### src/rtl/pipelined_cla_adder.sv
// Pipelined CLA add/sub: one SEG-bit segment per stage, built from BLOCK-bit look-ahead groups.
// Latency STAGES cycles at 1 op/cycle; the whole pipe holds while out_valid & !out_ready.
module pipelined_cla_adder #(
   parameter int WIDTH  = 32,
   parameter int BLOCK  = 4,
   parameter int STAGES = 2
) (
   input  logic             clk,
   input  logic             rst,
   input  logic             in_valid,
   output logic             in_ready,
   input  logic [WIDTH-1:0] a,
   input  logic [WIDTH-1:0] b,
   input  logic             sub,
   output logic             out_valid,
   input  logic             out_ready,
   output logic [WIDTH-1:0] sum,
   output logic             cout,
   output logic             ovf,
   output logic             zero
);

   localparam int SEG  = WIDTH / STAGES;
   localparam int GRPS = SEG / BLOCK;
   localparam int NP   = (STAGES > 1) ? STAGES - 1 : 1;

   if (STAGES < 1 || (WIDTH % (STAGES * BLOCK)) != 0) begin : g_param_check
      $error("pipelined_cla_adder: WIDTH must be a multiple of STAGES*BLOCK");
   end

   // Carry look-ahead group: every carry is a flat sum of generate/propagate products.
   function automatic logic [BLOCK:0] cla_group(input logic [BLOCK-1:0] x,
                                                input logic [BLOCK-1:0] y,
                                                input logic             ci);
      logic [BLOCK-1:0] g;
      logic [BLOCK-1:0] p;
      logic [BLOCK:0]   c;
      logic             term;
      g    = x & y;
      p    = x ^ y;
      c    = '0;
      c[0] = ci;
      for (int i = 0; i < BLOCK; i++) begin
         term = ci;
         for (int m = 0; m <= i; m++) term = term & p[m];
         c[i+1] = term;
         for (int j = 0; j <= i; j++) begin
            term = g[j];
            for (int m = j + 1; m <= i; m++) term = term & p[m];
            c[i+1] = c[i+1] | term;
         end
      end
      return {c[BLOCK], p ^ c[BLOCK-1:0]};
   endfunction

   logic              adv;
   logic [STAGES-1:0] vld_q, vld_d;
   logic [WIDTH-1:0]  sum_q [STAGES];
   logic [WIDTH-1:0]  sum_d [STAGES];
   logic [WIDTH-1:0]  opa_q [NP];
   logic [WIDTH-1:0]  opa_d [NP];
   logic [WIDTH-1:0]  opb_q [NP];
   logic [WIDTH-1:0]  opb_d [NP];
   logic [NP-1:0]     cry_q, cry_d;
   logic              cout_q, cout_d;
   logic              ovf_q, ovf_d;
   logic              zero_q, zero_d;

   logic              src_v, src_c, carry;
   logic [WIDTH-1:0]  src_a, src_b, src_s;
   logic [BLOCK:0]    grp;

   assign adv      = !vld_q[STAGES-1] || out_ready;
   assign in_ready = adv;

   always_comb begin
      vld_d  = vld_q;
      sum_d  = sum_q;
      opa_d  = opa_q;
      opb_d  = opb_q;
      cry_d  = cry_q;
      cout_d = cout_q;
      ovf_d  = ovf_q;
      zero_d = zero_q;
      src_v  = 1'b0;
      src_c  = 1'b0;
      src_a  = '0;
      src_b  = '0;
      src_s  = '0;
      carry  = 1'b0;
      grp    = '0;
      for (int k = 0; k < STAGES; k++) begin
         int kin;
         int kout;
         kin  = (k > 0) ? k - 1 : 0;
         kout = (k < STAGES - 1) ? k : 0;
         if (k == 0) begin
            src_v = in_valid;
            src_a = a;
            src_b = sub ? ~b : b;
            src_c = sub;
            src_s = '0;
         end else begin
            src_v = vld_q[kin];
            src_a = opa_q[kin];
            src_b = opb_q[kin];
            src_c = cry_q[kin];
            src_s = sum_q[kin];
         end
         carry = src_c;
         for (int g = 0; g < GRPS; g++) begin
            grp = cla_group(src_a[k*SEG + g*BLOCK +: BLOCK], src_b[k*SEG + g*BLOCK +: BLOCK], carry);
            src_s[k*SEG + g*BLOCK +: BLOCK] = grp[BLOCK-1:0];
            carry = grp[BLOCK];
         end
         vld_d[k] = src_v;
         // Data registers only load on a real op so bubbles never disturb held results.
         if (src_v) begin
            sum_d[k] = src_s;
            if (k < STAGES - 1) begin
               opa_d[kout] = src_a;
               opb_d[kout] = src_b;
               cry_d[kout] = carry;
            end else begin
               cout_d = carry;
               ovf_d  = carry ^ (src_s[WIDTH-1] ^ src_a[WIDTH-1] ^ src_b[WIDTH-1]);
               zero_d = ~|src_s;
            end
         end
      end
   end

   always_ff @(posedge clk) begin
      if (rst) begin
         vld_q  <= '0;
         sum_q  <= '{default: '0};
         opa_q  <= '{default: '0};
         opb_q  <= '{default: '0};
         cry_q  <= '0;
         cout_q <= 1'b0;
         ovf_q  <= 1'b0;
         zero_q <= 1'b0;
      end else if (adv) begin
         vld_q  <= vld_d;
         sum_q  <= sum_d;
         opa_q  <= opa_d;
         opb_q  <= opb_d;
         cry_q  <= cry_d;
         cout_q <= cout_d;
         ovf_q  <= ovf_d;
         zero_q <= zero_d;
      end
   end

   assign out_valid = vld_q[STAGES-1];
   assign sum       = sum_q[STAGES-1];
   assign cout      = cout_q;
   assign ovf       = ovf_q;
   assign zero      = zero_q;

endmodule

### config.mk
export PLATFORM = sky130hd
export DESIGN_NAME = pipelined_cla_adder
export DESIGN_NICKNAME = d
export VERILOG_FILES = /design/src/rtl/pipelined_cla_adder.sv
export SDC_FILE = /design/constraint.sdc
export NUM_CORES = 1
export LEC_CHECK = 0
export CORE_MARGIN = 2
export CORE_UTILIZATION = 55
export DETAILED_ROUTE_END_ITERATION = 8
export DONT_BUFFER_PORTS = 1
export PLACE_DENSITY = 0.78
export SLEW_MARGIN = 40
export SYNTH_ARGS = -nofsm -noshare
export SYNTH_HDL_FRONTEND = slang
export SYNTH_SLANG_ARGS = --single-unit
### constraint.sdc
create_clock -name clk -period 6.33 [get_ports clk]
set_input_delay 1.266 -clock clk [delete_from_list [all_inputs] [get_ports clk]]
set_output_delay 1.266 -clock clk [all_outputs]
set_load 0.005 [all_outputs]
; ---- After elaboration in Yosys (flattened, before gate mapping)
; Index checks and enable logic that the tools add are counted.
; W data, S select, Z words.
[op_classes]
n_mux = 1
n_bitwise = 188
n_reduce_logical = 6
[ops]
columns = op, n
row1 = $and A1 B1 Y1, 80
row2 = $or A1 B1 Y1, 80
row3 = $xor A4 B4 Y4, 16
row4 = $and A4 B4 Y4, 8
row5 = $mux W32, 1
row6 = $not A32 Y32, 1
row7 = $reduce_or A32 Y1, 1
row8 = $reduce_and A2 Y1, 2
row9 = $xor A1 B1 Y1, 3
row10 = $logic_not A1 Y1, 2
row11 = $logic_or A1 B1 Y1, 1
[totals]
regBits = 118
input_bits = 69
output_inout_bits = 37
elab_cells = 204

; ---- Depth between registers and ports, before layout
[logic_depth]
ltp_word = 35
mapped_depth = 26
ltp_nobuf = 23

; ---- Worst setup path after synthesis
; Ideal clock, no wire load.
[synth_timing]
kind = input to register
start = in sub
end = reg sum_q (netlist bit src_s[14])
setup_time_ns = 0.070
t_arrival_ns = 5.780
required_ns = 6.260
path_slack_ns = 0.480
path_stages = 25
n_path_buf = 3
cell_sequence = clkbuf_1 buf_2 buf_2 xor2_1 ha_1 ha_1 o21a_1 o21a_1 o21ai_0 nand2b_1 ha_1 o21a_1 o21a_1 o21ai_0 nand2b_1 ha_1 o21a_1 o21a_1 o21ai_0 nand2b_1 ha_1 o21a_1 o21a_1 or3_1 a21oi_1
[synth_via]
elab_chain_len = 31
word_cells_on_any_way = 57
classes_between = mux (1) / bitwise (56)
[synth_lines]
columns = item, line
row1 = from (decl), 14  ; input logic sub,
row2 = $mux W32, 100  ; src_b = sub ? ~b : b;
row3 = $xor A4 B4 Y4, 40  ; p = x ^ y;
row4 = $and A1 B1 Y1 (4 in series), 45  ; for (int m = 0; m <= i; m++) term = term & p[m];
row5 = $or A1 B1 Y1 (4 in series), 50  ; c[i+1] = c[i+1] | term;
row6 = $and A1 B1 Y1 (4 in series), 45
row7 = $or A1 B1 Y1 (4 in series), 50
row8 = $and A1 B1 Y1 (4 in series), 45
row9 = $or A1 B1 Y1 (4 in series), 50
row10 = $and A1 B1 Y1 (2 in series), 45
row11 = $or A1 B1 Y1 (2 in series), 50
row12 = $xor A4 B4 Y4 *, 53  ; return {c[BLOCK], p ^ c[BLOCK-1:0]};
row13 = to (signal assigned), 145  ; sum_q <= sum_d;
row14 = to (decl), 58  ; logic [WIDTH-1:0] sum_q [STAGES];
; Mark *: on every way between the ends. The rest lies on a longest branch, timed or not.
; A chain may end at the register's enable or synchronous reset.

; ---- Worst setup path in the final report
[layout_timing]
start = in sub
end = reg sum_q (netlist bit src_s[15])
[layout_via]
elab_chain_len = 33
word_cells_on_any_way = 61
classes_between = mux (1) / bitwise (60)
[layout_lines]
columns = item, line
row1 = $mux W32, 100
row2 = $xor A4 B4 Y4, 40
row3 = $and A1 B1 Y1 (4 in series), 45
row4 = $or A1 B1 Y1 (4 in series), 50
row5 = $and A1 B1 Y1 (4 in series), 45
row6 = $or A1 B1 Y1 (4 in series), 50
row7 = $and A1 B1 Y1 (4 in series), 45
row8 = $or A1 B1 Y1 (4 in series), 50
row9 = $and A1 B1 Y1 (3 in series), 45
row10 = $or A1 B1 Y1 (3 in series), 50
row11 = $xor A4 B4 Y4 *, 53
; Marks and branches as above.

==> results.toml <==
[synth]
synth_mux_area_share_pct = 0.222
synth_top_family_by_area = "simple AND/OR/NAND/NOR gates"
synthDistinctLibCells = 36
netlist_instances = 533
seq_area_frac_synth_pct = 38.2
synth_flop_cell = "dfxtp_1"
ys_warn_count = 0
synthArstFlopShare_pct = 0
ys_ff_latch = 86
syn-num-nets = 649
synth_compound_area_share_pct = 16.8
synth_xor_area_share_pct = 7.96
avgSynthCellArea_um2 = 8.46
synth_fa_ha_area_share_pct = 14.2
netlist_area_um2 = 4510
synth_edf_count = 0
synthSimpleGateAreaFrac_pct = 18.6

[layout]
area_growth_pct = 5.41
final_nets = 628
final_layout_size_suffix_gt1_share_pct = 5.42
n_antenna_cell = 0
fill_cells = 781

[sta]
tightestPinTransition_ps = 618
whs_ps = 456
fmax_mhz = 196
hold_viol_final = 0
slew_headroom_pct = 58.8
min_period_over_period_pct = 80.8
final.setup.tns_ps = 0
slew_violations = 0
finalSetupViolations = 0
skew_ps = 11.1
grt_setup_unrepaired = "no"
period_needed_ps = 5110

[critical_path]
worstPathRequired_ps = 6620
crit_path_start_kind = "input port"
critPathKind = "in2reg"
path_max_fanout = 34
critPathArrivalTime_ps = 5400
end_kind = "flop"

[grt]
antenna_found_initial = 0
overflow = 0
first_global_vias = 3301
grt_max_degree = 87
grtUsageTotal_pct = 22.5
grt_pass1_wl_um = 15700

[clocking]
clk_pin_slew_ps = 80
numClockSinks = 86
ctsHoldBuffers = 0
cts-root-buf = "clkbuf_8"
cts_buffers = 9
tritoncts = "yes"
post_cts_buffers = 0
htree_num_levels = 3
clockBufferDepth = 2
clk_latency_ps = 360
cts_resized = 0

[power_and_ir_drop]
p_leak_nw = 1.99
pwr-share-clk_pct = 34.4
switching_power_w = 0.000355
comb_power_share_pct = 17.6
power.internal_w = 0.000928
switching_share_pct = 27.7
peakVddDrop_mv = 0.102
seqPwrFrac_pct = 47.9
power.density_nw_per_um2 = 270

[drt]
vias_per_cell = 5.66
antenna_left = 0
first_pass_iters = 4
routed_wirelength_um = 9920
post-route-drc-count = 0
drt_iter0_markers = 132
dr_total_vias = 3519
wl_per_cell_um = 15.9

[placed_design]
portBuffers = 0
dp_hpwl_um = 7360
gp_congestion = 0.848

[die]
core-area_um2 = 8090
row_count = 33
io_pins = 106
fp.dieH_um = 94.6
dieArea_um2 = 8940
initial_core_util_pct = 55.8
dieWidth_um = 94.6

[flow_run]
cap_violations = 0

[hold_path]
hold_path.class = "reg2reg"

[status]
status = "finished, final reports clean"
-- final timing paths --
| kind | slack (ps) | start | endpoint | cells past startpoint |
|---|---|---|---|---|
| hold reg to reg | 460 | opa_q[21] | opa_q[21] | 2 |
| setup reg to reg | 1270 | opa_q[16] | ovf | 19 |
| hold / removal | 460 | opa_q[21] | opa_q[21] | 2 |
| setup / recovery | 1220 | sub | src_s[15] | 23 |
-- cell usage after synthesis, types with 2 or more instances --
master | instances | share of area [%]
nand2_1 | 104 | 8.7
dfxtp_1 | 86 | 38
a21oi_1 | 57 | 6.3
ha_1 | 40 | 11
nor2_1 | 38 | 3.2
a211oi_1 | 28 | 4.7
clkbuf_1 | 22 | 1.8
xnor2_1 | 22 | 4.3
xor2_1 | 19 | 3.7
inv_1 | 13 | 1.1
o21ai_0 | 13 | 1.4
and2_1 | 9 | 1.2
buf_2 | 8 | 0.89
nor3_1 | 8 | 0.89
o21a_1 | 8 | 1.3
fa_1 | 7 | 3.1
nand2b_1 | 7 | 0.97
or3_1 | 7 | 0.97
nor4_1 | 6 | 0.83
a21o_1 | 4 | 0.67
o211a_1 | 4 | 0.89
a31oi_1 | 3 | 0.42
buf_1 | 3 | 0.25
or3b_2 | 3 | 0.58
a22oi_1 | 2 | 0.33
nand4_1 | 2 | 0.28
-- cell families (layout without fill, tap and decap cells) --
group                    count (synthesis)  count (layout)
flip-flops                              86              86
AND/OR/NAND/NOR                        190             190
XOR/XNOR                                41              41
multiplexers                             1               1
adder cells (fa/ha/maj)                 47              47
buffers and inverters                   46              30
AO/OA/AOI/OAI                          122             122
-- worst max-delay path: stages --
cell,delay [ps]
xor2_1,140
ha_1,270
ha_1,180
o21a_1,200
o21a_1,190
o21ai_0,200
nand2b_1,110
ha_1,190
o21a_1,200
o21a_1,200
o21ai_0,190
nand2b_1,100
ha_1,190
o21a_1,200
o21a_1,200
o21ai_0,220
nand2b_1,120
ha_1,190
o21a_1,200
o21a_1,190
o21ai_0,210
nand3b_1,110
a21oi_1,160
-- power by group through the flow --
stage | sequential [W] | combinational (W) | clock, W
finish | 0.000615 | 0.000226 | 0.000442
global route | 0.000619 | 0.000257 | 0.000471
CTS | 0.000614 | 0.000226 | 0.000447
detailed placement | 0.000627 | 0.000224 | 0
global placement | 0.000626 | 0.000215 | 0
floorplan | 0.000614 | 0.000195 | 0
-- layer usage --
| layer | share of wire (%) | global-route usage (%) | vias up |
|---|---|---|---|
| met5 | 0 | 0 | - |
| met4 | 2.5 | 9.18 | 0 |
| met3 | 7.2 | 6.07 | 18 |
| met2 | 43 | 33.8 | 110 |
| met1 | 47 | 30.6 | 1621 |
| li1 | - | - | 1770 |
-- registers in the layout, indices dropped and copies added, names as in the netlist --
| name | count |
|---|---|
| opb_q | 16 |
| ovf | 1 |
| opa_q | 16 |
| src_s | 16 |
| zero | 1 |
| sum | 32 |
| cry_q | 1 |
| vld_q | 2 |
| cout | 1 |
-- area by class of cell --
class / instances / area (um2) / area share (%)
tap: 105 / 131 / 2.76
multi-input combinational: 401 / 2610 / 55.0
inverter: 13 / 48.8 / 1.03
sequential: 86 / 1720 / 36.2
timing repair buffer: 1 / 7.51 / 0.158
clock buffer: 11 / 151 / 3.18
clock inverter: 5 / 81.3 / 1.71
-- through the flow --
| step | instances | power, W | util [%] | cell area (um2) | worst slack [ps] |
|---|---|---|---|---|---|
| after floorplan | 533 | 0.000809 | - | 4510 | 480 |
| after global placement | 606 | 0.000841 | 55.8 | 4520 | 1050 |
| after detailed placement | 606 | 0.000851 | 55.9 | 4520 | 867 |
| after CTS | 622 | 0.00129 | 58.8 | 4760 | 1220 |
| after global routing | 622 | 0.00135 | 58.8 | 4760 | 788 |
| final | 622 | 0.00128 | 58.8 | 4760 | 1220 |
-- placed cells by master, fill, tap and decap left out, types with 8 or more instances in the layout --
cell type | netlist | routed
ha_1 | 40 | 40
a21oi_1 | 57 | 57
nand2_1 | 104 | 103
clkbuf_8 | 0 | 11
nor2_1 | 38 | 38
xnor2_1 | 22 | 22
o21ai_0 | 13 | 13
inv_1 | 13 | 13
xor2_1 | 19 | 19
nor3_1 | 8 | 8
a211oi_1 | 28 | 28
o21a_1 | 8 | 8
dfxtp_1 | 86 | 86
No activity file was read; power rests on OpenSTA's default activity.
